$ cat config.mk
export PLATFORM = sky130hd
export DESIGN_NAME = neuron_mac
export DESIGN_NICKNAME = d
export VERILOG_FILES = /design/src/rtl/neuron_mac.sv
export SDC_FILE = /design/constraint.sdc
export NUM_CORES = 1
export LEC_CHECK = 0
export BUFFER_PORTS_ARGS = -buffer_cell sky130_fd_sc_hd__buf_2
export CAP_MARGIN = 5
export CORE_UTILIZATION = 45
export CTS_CLUSTER_DIAMETER = 200
export DETAILED_ROUTE_END_ITERATION = 10
export GPL_ROUTABILITY_DRIVEN = 0
export HOLD_SLACK_MARGIN = 0.12
export PLACE_DENSITY = 0.65
export SYNTH_ARGS = -nofsm -noshare
export SYNTH_HDL_FRONTEND = slang
export SYNTH_SLANG_ARGS = --single-unit
$ cat constraint.sdc
create_clock -name clk -period 4 [get_ports clk]
set_input_delay 0.8 -clock clk [delete_from_list [all_inputs] [get_ports clk]]
set_output_delay 0.8 -clock clk [all_outputs]
set_load 0.02 [all_outputs]
$ cat src/rtl/neuron_mac.sv
// neuron_mac: one fixed-point neuron.
// The block multiplies num_inputs operand pairs and sums the products onto a
// bias in a double-width accumulator. The sum is then clamped to the word
// range, passed through ReLU, and held until the consumer accepts it.

// Fixed-point multiplier: the full-precision product is shifted right
// arithmetically by the number of fractional bits (floor), then wrapped to
// the word width.
module fxp_mult #(
  parameter int bits            = 16,
  parameter int fractional_bits = 8
) (
  input  logic signed [bits-1:0] A,
  input  logic signed [bits-1:0] B,
  output logic signed [bits-1:0] Product
);

  logic signed [2*bits-1:0] a_ext_s;
  logic signed [2*bits-1:0] b_ext_s;
  logic signed [2*bits-1:0] full_s;

  assign a_ext_s = {{bits{A[bits-1]}}, A};
  assign b_ext_s = {{bits{B[bits-1]}}, B};
  assign full_s  = a_ext_s * b_ext_s;
  assign Product = bits'(full_s >>> fractional_bits);

endmodule

module neuron_mac #(
  parameter int bits            = 16,
  parameter int fractional_bits = 8,
  parameter int num_inputs      = 16
) (
  input  logic                   clk,
  input  logic                   rst,
  input  logic                   start,
  input  logic signed [bits-1:0] bias,
  input  logic                   in_valid,
  output logic                   in_ready,
  input  logic signed [bits-1:0] in_data,
  input  logic signed [bits-1:0] in_weight,
  output logic                   out_valid,
  input  logic                   out_ready,
  output logic signed [bits-1:0] out_data,
  output logic                   busy
);

  localparam logic [1:0] IDLE  = 2'd0;
  localparam logic [1:0] ACCUM = 2'd1;
  localparam logic [1:0] ACT   = 2'd2;
  localparam logic [1:0] DONE  = 2'd3;

  // Counter wide enough to hold num_inputs itself.
  localparam int cw = (num_inputs < 1) ? 1 : $clog2(num_inputs + 1);
  localparam logic [cw-1:0] count_last = cw'(num_inputs - 1);
  localparam logic [cw-1:0] count_one  = cw'(1'b1);

  // Word range expressed at accumulator width for clamping.
  localparam logic signed [2*bits-1:0] sat_max = {{(bits+1){1'b0}}, {(bits-1){1'b1}}};
  localparam logic signed [2*bits-1:0] sat_min = {{(bits+1){1'b1}}, {(bits-1){1'b0}}};

  logic [1:0]               state_r;
  logic [1:0]               state_next_s;
  logic signed [2*bits-1:0] acc_r;
  logic [cw-1:0]            count_r;
  logic signed [bits-1:0]   product_s;
  logic signed [2*bits-1:0] product_ext_s;
  logic signed [2*bits-1:0] bias_ext_s;
  logic signed [bits-1:0]   clamp_s;
  logic signed [bits-1:0]   relu_s;
  logic                     transfer_s;

  fxp_mult #(
    .bits            (bits),
    .fractional_bits (fractional_bits)
  ) u_mult (
    .A       (in_data),
    .B       (in_weight),
    .Product (product_s)
  );

  assign product_ext_s = {{bits{product_s[bits-1]}}, product_s};
  assign bias_ext_s    = {{bits{bias[bits-1]}}, bias};

  // Next-state logic and operand handshake decode.
  always_comb begin
    state_next_s = state_r;
    transfer_s   = 1'b0;
    case (state_r)
      IDLE: begin
        if (start) begin
          state_next_s = ACCUM;
        end else begin
          state_next_s = IDLE;
        end
      end
      ACCUM: begin
        if (in_valid) begin
          transfer_s = 1'b1;
          if (count_r == count_last) begin
            state_next_s = ACT;
          end else begin
            state_next_s = ACCUM;
          end
        end else begin
          state_next_s = ACCUM;
        end
      end
      ACT: begin
        state_next_s = DONE;
      end
      DONE: begin
        if (out_ready) begin
          state_next_s = IDLE;
        end else begin
          state_next_s = DONE;
        end
      end
      default: begin
        state_next_s = IDLE;
      end
    endcase
  end

  // Clamp the accumulator to the word range, then apply ReLU.
  always_comb begin
    clamp_s = bits'(acc_r);
    if (acc_r > sat_max) begin
      clamp_s = bits'(sat_max);
    end else if (acc_r < sat_min) begin
      clamp_s = bits'(sat_min);
    end else begin
      clamp_s = bits'(acc_r);
    end
    if (clamp_s[bits-1]) begin
      relu_s = '0;
    end else begin
      relu_s = clamp_s;
    end
  end

  // State register and registered status outputs decoded from the next state.
  always_ff @(posedge clk or posedge rst) begin
    if (rst) begin
      state_r   <= IDLE;
      in_ready  <= 1'b0;
      out_valid <= 1'b0;
      busy      <= 1'b0;
    end else begin
      state_r   <= state_next_s;
      in_ready  <= (state_next_s == ACCUM);
      out_valid <= (state_next_s == DONE);
      busy      <= (state_next_s != IDLE);
    end
  end

  // Datapath: bias load, product accumulation and result capture.
  always_ff @(posedge clk or posedge rst) begin
    if (rst) begin
      acc_r    <= '0;
      count_r  <= '0;
      out_data <= '0;
    end else begin
      case (state_r)
        IDLE: begin
          if (start) begin
            acc_r   <= bias_ext_s;
            count_r <= '0;
          end else begin
            acc_r   <= acc_r;
            count_r <= count_r;
          end
        end
        ACCUM: begin
          if (transfer_s) begin
            acc_r   <= acc_r + product_ext_s;
            count_r <= count_r + count_one;
          end else begin
            acc_r   <= acc_r;
            count_r <= count_r;
          end
        end
        ACT: begin
          out_data <= relu_s;
        end
        default: begin
          acc_r    <= acc_r;
          count_r  <= count_r;
          out_data <= out_data;
        end
      endcase
    end
  end

endmodule

==> flow_metrics.py <==
metrics = {
    "floorplan": {
        "pin_count": 72,
        "start_util": 0.459,
        "die_area_um2": 25500,
        "fp.dieW_um": 160,
        "die_height_um": 160,
        "rows": 57,
        "coreArea_um2": 24400,
    },
    "detailed_routing": {
        "wire_per_inst_um": 15.2,
        "drt_pass1_iterations": 5,
        "vias_per_cell": 5.03,
        "drc": 0,
        "totalWireLength_um": 28600,
        "vias": 9488,
        "drtAntennaViolNets": 0,
        "drt-initial-drc-count": 387,
    },
    "logic_synthesis": {
        "yosysUniqueCellTypes": 47,
        "synth_compound_area_frac": 0.0950,
        "yosys.area_share.adder": 0.450,
        "synth_edf_count": 0,
        "synth-xor-area-share": 0.0501,
        "synth_top_family_by_area": "adder cells",
        "synth_top_cell_by_area": "fa_1",
        "avgSynthCellArea_um2": 8.61,
        "yosysMostFrequentCell": "inv_1",
        "yosys_warnings": 0,
        "yosys.area_share.simple": 0.177,
        "syn_area_um2": 11200,
        "synth.area.top_cells": "fa_1 (33%), dfrtp_1 (13%), ha_1 (12%), inv_1 (8.3%), and2_1 (6.1%)",
        "postSynthCellCount": 1300,
        "synth_top_area_share": 0.334,
        "syn-num-nets": 1643,
        "synth_top_flop_cell": "dfrtp_1",
        "synth_mux_area_frac": 0,
        "ys_seq_elements": 57,
        "synthTopCellsByCount": "inv_1 (249), fa_1 (187), nand2_1 (183), and2_1 (110), ha_1 (103)",
        "yosysSeqAreaShare": 0.127,
        "ys_async_sr_fraction": 1.00,
    },
    "sta": {
        "tightestPinTransition_ps": 1090,
        "post-route-period-util": 2.05,
        "finalSetupTns_ps": -105890,
        "setup_ws_ps": -4220,
        "hold_violations": 0,
        "period_minus_slack_ps": 8220,
        "drv_slew": 0,
        "slew_headroom": 0.270,
        "max_freq_mhz": 122,
        "setup_viol": 32,
        "rsz0062_at_grt": "true",
        "finalClockSkew_ps": 6.80,
    },
    "run_status": {
        "violations": "setup timing",
        "outcome": "finished, violations left",
    },
    "setup_path": {
        "cp.required_ps": 4210,
        "worstSetupStartpointType": "primary input",
        "critPathMostFrequentCell": "fa_1",
        "cp.arrival_ps": 8430,
        "critPathCaptureType": "register",
        "worst_path_largest_cell_delay_ps": 550,
        "critical_path_class": "primary input to register",
        "slowest_stage": "fa_1",
        "regToRegSetupSlack_ps": 720,
        "cp_max_fo": 13,
    },
    "global_route": {
        "antenna_found_initial": 0,
        "grt_pass1_wl_um": 48800,
        "grt_max_degree": 47,
        "grt_pass1_vias": 10000,
        "track_usage": 0.234,
        "grt_overflow": 0,
    },
    "final_layout": {
        "area_delta_synth_final_pct": 33.1,
        "nFillCells": 2076,
        "fin_area_um2": 14900,
        "nNetsFinal": 1902,
        "drive_above_1_share": 0.291,
        "antennaDiodeCount": 0,
    },
    "clocking": {
        "cts_tree": "yes",
        "path_clk_slew_ps": 60,
        "cts_buffer_depth": 2,
        "cts_sinks": 57,
        "cts-root-buf": "clkbuf_16",
        "hold_buffers": 0,
        "h-tree-depth": 3,
        "cts_made_buffers": 9,
        "clock_latency_ps": 330,
    },
    "placement": {
        "placed_area_um2": 13500,
        "io_buffer_count": 70,
        "dp_hpwl_um": 22600,
    },
    "hold_path": {
        "hold_path.class": "register to register",
    },
    "job": {
        "drv_cap": 0,
    },
}
[what timing repair did]
action	CTS	global route
gates cloned	1	0
resized for setup	106	73
endpoints found under the setup margin	32	32
pin swaps	61	47
setup buffers	19	33
[path summary, 6_finish.rpt]
path,startpoint,end,cells after the start
max,in_weight[5],acc_r[31],31
max reg2reg,acc_r[1],acc_r[31],11
max in group asynchronous,rst,acc_r[30],3
min,out_data[2],out_data[2],2
min reg2reg,out_data[2],out_data[2],2
min in group asynchronous,rst,acc_r[1],2
[final cells by class]
| type | instances | area [um2] | share of cell area |
|---|---|---|---|
| multi-input combinational | 944 | 9450 | 0.634 |
| timing repair buffer | 298 | 2360 | 0.159 |
| sequential | 57 | 1430 | 0.0958 |
| inverter | 249 | 935 | 0.0627 |
| tap | 324 | 405 | 0.0272 |
| clock buffer | 9 | 225 | 0.0151 |
| clock inverter | 7 | 95.1 | 0.00638 |
[per-stage QoR]
stage	setup slack, ps	hold WS [ps]	cells	utilization
floorplan	-4190	466	1300	-
global placement	-4560	461	1825	0.553
detailed placement	-4660	466	1825	0.553
CTS	-4210	482	1861	0.591
global route	-4510	496	1888	0.611
finish	-4220	479	1888	0.611
[state kept, by name, indices dropped and copies added, names as in the netlist]
signal / count
busy: 1
state_r: 2
in_ready: 1
out_valid: 1
acc_r: 32
count_r: 5
out_data: 15
[per-layer routing]
metal | track usage | vias up | share of wire
met4 | 0.0494 | 0 | 0.012
met2 | 0.395 | 215 | 0.48
met3 | 0.0301 | 35 | 0.044
met5 | 0 | - | 0
met1 | 0.323 | 4721 | 0.46
li1 | - | 4517 | -
[cell usage in the layout (no fill, tap or decap), types with 6 or more instances in the layout]
cell type / netlist / layout
o21a_1: 6 / 6
fa_2: 0 / 10
nand2b_1: 9 / 9
nand2_2: 0 / 8
and2_4: 0 / 17
ha_2: 0 / 6
a21oi_1: 52 / 35
dfrtp_1: 57 / 57
ha_1: 103 / 78
buf_4: 1 / 191
o21ai_0: 36 / 16
nand3_1: 9 / 9
fa_1: 187 / 177
nor2_1: 77 / 71
nand2_1: 183 / 174
xor2_1: 16 / 15
a21oi_2: 0 / 15
inv_1: 249 / 235
xnor2_1: 48 / 40
inv_2: 0 / 14
buf_2: 0 / 55
and2_1: 110 / 93
buf_6: 0 / 41
ha_4: 0 / 19
o21ai_1: 1 / 12
clkbuf_16: 0 / 9
nor3_1: 9 / 6
buf_12: 0 / 7
o31ai_1: 17 / 15
a21o_1: 17 / 17
[cell families after synthesis]
group                    Yosys count
AND/OR/NAND/NOR                  423
flip-flops                        57
other                              1
adder cells (fa/ha/maj)          290
buffers and inverters            300
AO/OA/AOI/OAI                    165
XOR/XNOR                          64
[worst max-delay path: cells and delay by family]
kind,cells,cell delay [ps]
fa+ha+maj,8,3470
compound gates,10,2320
simple gates,5,1060
buf+inv,6,450
xor+xnor,2,300
Power is not shown: default switching activity piles up to over one toggle a cycle in this logic, so the estimate is an artifact.
